## config.mk

```make
export PLATFORM = sky130hd
export DESIGN_NAME = systolic_feeder_3x3_flat
export DESIGN_NICKNAME = d
export VERILOG_FILES = /design/src/rtl/systolic_feeder_3x3_if.sv /design/src/rtl/systolic_feeder_3x3.sv /design/src/flat_wrapper.sv
export SDC_FILE = /design/constraint.sdc
export NUM_CORES = 1
export LEC_CHECK = 0
export ABC_AREA = 0
export BUFFER_PORTS_ARGS = -buffer_cell sky130_fd_sc_hd__clkbuf_2
export CAP_MARGIN = 20
export CELL_PAD_IN_SITES_DETAIL_PLACEMENT = 1
export CELL_PAD_IN_SITES_GLOBAL_PLACEMENT = 2
export CORE_ASPECT_RATIO = 0.9
export CORE_MARGIN = 2
export CORE_UTILIZATION = 44
export CTS_CLUSTER_DIAMETER = 40
export DETAILED_ROUTE_END_ITERATION = 16
export PLACE_DENSITY_LB_ADDON = 0.1
export SLEW_MARGIN = 20
export SYNTH_ARGS = -nofsm -noshare
export SYNTH_HDL_FRONTEND = slang
export SYNTH_SLANG_ARGS = --single-unit
```

## constraint.sdc

```tcl
create_clock -name clk -period 7.4 [get_ports clk]
set_input_delay 0 -clock clk [delete_from_list [all_inputs] [get_ports clk]]
set_output_delay 0 -clock clk [all_outputs]
set_load 0.1 [all_outputs]
```

## src/rtl/systolic_feeder_3x3_if.sv

```systemverilog
// systolic_feeder_3x3_if
//   Bundles the row-load handshake and the skewed stream outputs of the
//   3x3 systolic feeder.
//   Load side : in_valid / in_ready handshake, in_a_row / in_b_row (3 lanes of DW).
//   Stream    : a_out / b_out (3 lanes of DW), out_valid, out_first, out_last.
//   Status    : busy.
//   Modports  : master = producer / consumer side, slave = feeder side.
interface systolic_feeder_3x3_if #(
    parameter int DW = 8
);
    logic            in_valid;
    logic            in_ready;
    logic [3*DW-1:0] in_a_row;
    logic [3*DW-1:0] in_b_row;
    logic [3*DW-1:0] a_out;
    logic [3*DW-1:0] b_out;
    logic            out_valid;
    logic            out_first;
    logic            out_last;
    logic            busy;

    modport master (
        output in_valid, in_a_row, in_b_row,
        input  in_ready, a_out, b_out, out_valid, out_first, out_last, busy
    );

    modport slave (
        input  in_valid, in_a_row, in_b_row,
        output in_ready, a_out, b_out, out_valid, out_first, out_last, busy
    );
endinterface

```

## src/rtl/systolic_feeder_3x3.sv

```systemverilog
// systolic_feeder_3x3
//   Ping-pong buffer plus diagonal skew in front of a 3x3 systolic array.
//   Rows of A and B are loaded one per handshake beat into the write bank.
//   A full bank is streamed over 5 steps: at step t, lane i of a_out carries
//   A[i][t-i] and lane j of b_out carries B[t-j][j], and out-of-range lanes are 0.
//   Loading the other bank overlaps streaming, so pairs run back to back.
// Ports
//   clk  : rising-edge clock
//   rst  : asynchronous active-low reset
//   bus  : systolic_feeder_3x3_if.slave (load handshake, stream outputs, busy)
module systolic_feeder_3x3 #(
    parameter int DW = 8
) (
    input  logic                 clk,
    input  logic                 rst,
    systolic_feeder_3x3_if.slave bus
);
    localparam int RW = 3 * DW;

    typedef enum logic {IDLE, STREAM} state_t;
    typedef logic [2:0][RW-1:0] mat_t;   // [row] -> packed row, element k at k*DW

    mat_t a_bank [2];
    mat_t b_bank [2];

    logic [1:0] full;
    logic       wr_bank;
    logic       rd_bank;
    logic [1:0] row_cnt;

    state_t     state, state_n;
    logic [2:0] t, t_n;
    logic       go;         // a stream step is presented after this edge
    logic       sel;        // bank supplying that step
    logic       done;       // current step is t=4: release rd_bank

    logic          accept;
    logic          load_done;
    logic [RW-1:0] a_q, b_q;
    logic          valid_q, first_q, last_q;

    // Lane i of the A stream at step s is A[i][k] with i+k == s.
    function automatic logic [RW-1:0] skew_a(input mat_t m, input logic [2:0] s);
        logic [RW-1:0] r;
        r = '0;
        for (int i = 0; i < 3; i++)
            for (int k = 0; k < 3; k++)
                if (int'(s) == i + k) r[i*DW +: DW] = m[i][k*DW +: DW];
        return r;
    endfunction

    // Lane j of the B stream at step s is B[k][j] with k+j == s.
    function automatic logic [RW-1:0] skew_b(input mat_t m, input logic [2:0] s);
        logic [RW-1:0] r;
        r = '0;
        for (int j = 0; j < 3; j++)
            for (int k = 0; k < 3; k++)
                if (int'(s) == j + k) r[j*DW +: DW] = m[k][j*DW +: DW];
        return r;
    endfunction

    assign bus.in_ready  = ~full[wr_bank];
    assign accept        = bus.in_valid & ~full[wr_bank];
    assign load_done     = accept & (row_cnt == 2'd2);

    assign bus.a_out     = a_q;
    assign bus.b_out     = b_q;
    assign bus.out_valid = valid_q;
    assign bus.out_first = first_q;
    assign bus.out_last  = last_q;
    assign bus.busy      = (state == STREAM) | full[0] | full[1];

    // Bank storage carries no reset; the full flags alone say what is valid.
    always_ff @(posedge clk) begin
        if (accept) begin
            a_bank[wr_bank][row_cnt] <= bus.in_a_row;
            b_bank[wr_bank][row_cnt] <= bus.in_b_row;
        end
    end

    // Loader pointers and bank ownership. The loader only writes a bank whose
    // full flag is clear and the streamer only reads a full bank, so the set
    // and clear below never target the same bank in one cycle.
    always_ff @(posedge clk or negedge rst) begin
        if (!rst) begin
            full    <= 2'b00;
            wr_bank <= 1'b0;
            rd_bank <= 1'b0;
            row_cnt <= 2'd0;
        end else begin
            if (accept) begin
                if (row_cnt == 2'd2) begin
                    row_cnt <= 2'd0;
                    wr_bank <= ~wr_bank;
                end else begin
                    row_cnt <= row_cnt + 2'd1;
                end
            end
            if (done) begin
                full[rd_bank] <= 1'b0;
                rd_bank       <= ~rd_bank;
            end
            if (load_done) full[wr_bank] <= 1'b1;
        end
    end

    // Streamer state register; t is the step currently on the outputs.
    always_ff @(posedge clk or negedge rst) begin
        if (!rst) begin
            state <= IDLE;
            t     <= 3'd0;
        end else begin
            state <= state_n;
            t     <= t_n;
        end
    end

    always_comb begin
        state_n = state;
        t_n     = t;
        go      = 1'b0;
        sel     = rd_bank;
        done    = 1'b0;
        case (state)
            IDLE: begin
                if (full[rd_bank]) begin
                    state_n = STREAM;
                    t_n     = 3'd0;
                    go      = 1'b1;
                end
            end
            STREAM: begin
                if (t == 3'd4) begin
                    done = 1'b1;
                    // Other bank already loaded: chain straight into its t=0.
                    if (full[~rd_bank]) begin
                        t_n = 3'd0;
                        go  = 1'b1;
                        sel = ~rd_bank;
                    end else begin
                        state_n = IDLE;
                        t_n     = 3'd0;
                    end
                end else begin
                    t_n = t + 3'd1;
                    go  = 1'b1;
                end
            end
            default: begin
                state_n = IDLE;
                t_n     = 3'd0;
            end
        endcase
    end

    // Registered stream outputs for the step entered at this edge.
    always_ff @(posedge clk or negedge rst) begin
        if (!rst) begin
            a_q     <= '0;
            b_q     <= '0;
            valid_q <= 1'b0;
            first_q <= 1'b0;
            last_q  <= 1'b0;
        end else if (go) begin
            a_q     <= skew_a(a_bank[sel], t_n);
            b_q     <= skew_b(b_bank[sel], t_n);
            valid_q <= 1'b1;
            first_q <= (t_n == 3'd0);
            last_q  <= (t_n == 3'd4);
        end else begin
            a_q     <= '0;
            b_q     <= '0;
            valid_q <= 1'b0;
            first_q <= 1'b0;
            last_q  <= 1'b0;
        end
    end
endmodule

```

## src/flat_wrapper.sv

```systemverilog
// flat-port wrapper written by rule: the top's interface ports become plain ports
module systolic_feeder_3x3_flat 
#(
    parameter int DW = 8
)
  (clk, rst, bus_in_valid, bus_in_a_row, bus_in_b_row, bus_in_ready, bus_a_out, bus_b_out, bus_out_valid, bus_out_first, bus_out_last, bus_busy);
  systolic_feeder_3x3_if #(.DW(DW)) bus_i ();
  input  logic clk;
  input  logic rst;
  input wire logic [$bits(bus_i.in_valid)-1:0] bus_in_valid;
  input wire logic [$bits(bus_i.in_a_row)-1:0] bus_in_a_row;
  input wire logic [$bits(bus_i.in_b_row)-1:0] bus_in_b_row;
  output wire logic [$bits(bus_i.in_ready)-1:0] bus_in_ready;
  output wire logic [$bits(bus_i.a_out)-1:0] bus_a_out;
  output wire logic [$bits(bus_i.b_out)-1:0] bus_b_out;
  output wire logic [$bits(bus_i.out_valid)-1:0] bus_out_valid;
  output wire logic [$bits(bus_i.out_first)-1:0] bus_out_first;
  output wire logic [$bits(bus_i.out_last)-1:0] bus_out_last;
  output wire logic [$bits(bus_i.busy)-1:0] bus_busy;
  assign bus_i.in_valid = bus_in_valid;
  assign bus_i.in_a_row = bus_in_a_row;
  assign bus_i.in_b_row = bus_in_b_row;
  assign bus_in_ready = bus_i.in_ready;
  assign bus_a_out = bus_i.a_out;
  assign bus_b_out = bus_i.b_out;
  assign bus_out_valid = bus_i.out_valid;
  assign bus_out_first = bus_i.out_first;
  assign bus_out_last = bus_i.out_last;
  assign bus_busy = bus_i.busy;
  systolic_feeder_3x3 #(.DW(DW)) u_core (.clk(clk), .rst(rst), .bus(bus_i));
endmodule
```

==> impl_metrics.toml <==
[drt]
routed_wirelength_um = 31800
drt_first_iter_violations = 396
drcViolationCount = 0
number_of_nets_with_antenna_violations_after_detailed_routing = 0
drt_pass1_iterations = 4
wire_per_inst_um = 23.1
vias_per_cell = 5.32
total_number_of_vias = 7318

[logic_synthesis]
synthDominantCellAreaShare = 0.658
post-synth-top-count-cell = "edfxtp_1"
ys_seq_area_frac = 0.772
synth_top_cells_by_area = "edfxtp_1 66%, dfrtp_1 11%, mux2_2 6.7%"
syn_area_um2 = 13100
synth-warning-count = 0
synth-edff-count = 288
async_reset_ff_frac = 0.172
synth_commonest_cells = "288 x edfxtp_1, 78 x mux2_2, 65 x nand2_1, 60 x dfrtp_1, 41 x a21oi_1"
synth_fp_nets = 813
synth_top_flop_cell = "edfxtp_1"
syn_area_per_cell_um2 = 17.3
ys_seq_elements = 348
synth_cell_type_count = 51
synthCells = 760
synthDominantAreaCellType = "edfxtp_1"

[sta]
period_needed_ns = 3.69
finalSetupTns_ns = 0
slew-limit-headroom = 0.221
post-route-worst-setup-slack_ns = 3.71
timing_worst_slew_pin_value_ns = 1.17
timing.final.setup_violations = 0
fin_skew_ns = 0.0130
rsz0062_at_grt = "no"
timing.final.max_slew_violations = 0
post-route-period-util = 0.499
max_freq_mhz = 271
finalHoldViolations = 0

[cts]
clock_tree.htree_level_count = 2
worst_path_clk_slew_ns = 0.06
cts_made_buffers = 46
clock_path_buffers = 3
cts_tree = "yes"
root_buffer = "clkbuf_16"
clock_sinks = 348
worstSkewPairLatency_ns = 0.53

[critical_path]
critical_path_arrival_ns = 4.05
critical_path.startpoint_type = "flip-flop"
timing_worst_setup_path_type = "reg2reg"
timing.critical_path.to_type = "flip-flop"
cp_data_required_time_ns = 7.76
crit_fanout = 67

[layout]
layout-drive-gt1-share = 0.298
relative_area_change_from_synthesis_to_final_layout_pct = 22.4
layout.filler_cells = 2760
layout.cells.non_filler = 1375
layout.cell_area.non_filler_um2 = 16100
ff_latch_area_um2 = 10100
final_core_utilization = 0.543
final_net_count = 988
multi_input_comb_area_um2 = 2780
antenna_fix_cells = 0

[floorplan]
chipWidth_um = 186
io_pins = 104
row_count = 60
die_height_um = 168
floorplan.die_area_um2 = 31300
initial_core_util = 0.443
core_area_um2 = 29700

[run_status]
outcome = "finished, final reports clean"

[place]
hpwl_um = 17000
io_buffer_count = 103
globalplace.congestion = 0.704
placed_cells_incl_taps = 1240
placement.cell_area_um2 = 14100
pre_cts_ws_ns = 3.72

[pwr]
total_leakage_power_uw = 0.00594
power-per-cell-area_nw_per_um2 = 487
irDropWorstVdd_mv = 0.294

[global_route]
gr_met1_demand_resource = 0.290
met3_usage = 0.0333
globalRoute.busiestLayer = "met2"
gr-total-overflow = 0
groute.layer.met2.usage = 0.363
number_of_antenna_violations_at_the_first_check_in_global_routing = 0
first_global_vias = 8184
grt_max_degree = 68
global_route_wire_length_before_repair_um = 49300
globalRouteTotalUtil = 0.213

[worst_hold_path]
min_path_type = "in2async"

[run]
drv_cap = 0
flip-flops by register name, indices dropped and copies added (netlist names), 2 cells and up:
name,count
u_core.t,3
u_core.row_cnt,2
u_core.full,2
u_core.bus.b_out,24
u_core.bus.a_out,24
u_core.b_bank,144
u_core.a_bank,144
routing by layer:
metal / vias to the layer above / wire, um
met1: 3835 / 14200
met3: 49 / 1270
met4: 0 / 482
li1: 3285 / -
met2: 149 / 15900
met5: - / 0
placed cells by master, fill, tap and decap left out, types with 5 or more instances in the layout:
cell type,count
mux2i_1,38
o22ai_1,27
o21ai_0,14
mux2_2,78
clkinv_2,12
inv_1,6
buf_4,14
o211ai_1,17
edfxtp_1,288
dlygate4sd3_1,50
clkbuf_16,47
a21oi_1,41
clkbuf_1,7
nor3_1,13
nand2b_1,5
nand2_1,65
clkinv_4,6
a21boi_0,15
dfrtp_1,60
clkbuf_2,102
metrics by stage:
step	hold WS (ns)	total power, uW
6_report	0.182	7840
5_1_grt	0.260	8220
4_1_cts	0.221	7930
3_5_place_dp	0.229	5730
3_3_place_gp	0.214	5640
2_1_floorplan	-0.296	4930
critical path: stages (launching register included):
cell,delay [ns]
dfrtp_1,0.42
inv_1,0.19
ha_1,0.32
and4_1,0.32
o22a_4,0.63
buf_4,0.82
mux2_2,0.42
o21ai_0,0.18
o22ai_1,0.10
cell type report:
class	instances	share of cell area
multi-input combinational	365	0.172
clock buffer	58	0.0781
timing repair buffer	167	0.0703
clock inverter	27	0.0155
inverter	7	0.00163
tap	403	0.0313
sequential	348	0.631
final timing paths:
kind                                 startpoint              endpoint  slack, ns  cells past startpoint
max                                 u_core.t[0]  u_core.bus.b_out[23]       3.71                      8
min                                         rst     u_core.row_cnt[1]       0.18                      2
max reg2reg                         u_core.t[0]  u_core.bus.b_out[23]       3.71                      8
min reg2reg                u_core.b_bank[0][64]  u_core.bus.b_out[16]       0.55                      2
max in group asynchronous                   rst  u_core.bus.b_out[14]       6.59                      2
min in group clk               bus_in_b_row[10]  u_core.b_bank[1][10]       0.26                      2
repair_timing:
action / 4_1_cts / 5_1_grt
endpoints found under the hold margin: 350 / 0
hold buffers: 50 / 0
gates resized for setup: 0 / 0
setup buffers: 0 / 0
report_power, final:
part           switching (uW)  internal (uW)  total [uW]
registers                 141           2500        2640
logic                    2210            851        3060
clock network             826           1320        2140
total                    3170           4670        7840
logic make-up (layout without fill, tap and decap cells):
group | count (synthesis) | in the layout | synth area share
AOI/OAI and AO/OA | 133 | 133 | 0.0651
xor gates and xnor gates | 2 | 2 | 0.00133
adders and majority gates | 2 | 2 | 0.00190
buffers and inverters | 47 | 259 | 0.0218
DFF | 348 | 348 | 0.772
muxes | 119 | 119 | 0.0992
and+or+nand+nor | 109 | 109 | 0.0385
Power figures use the tool's default switching activity.
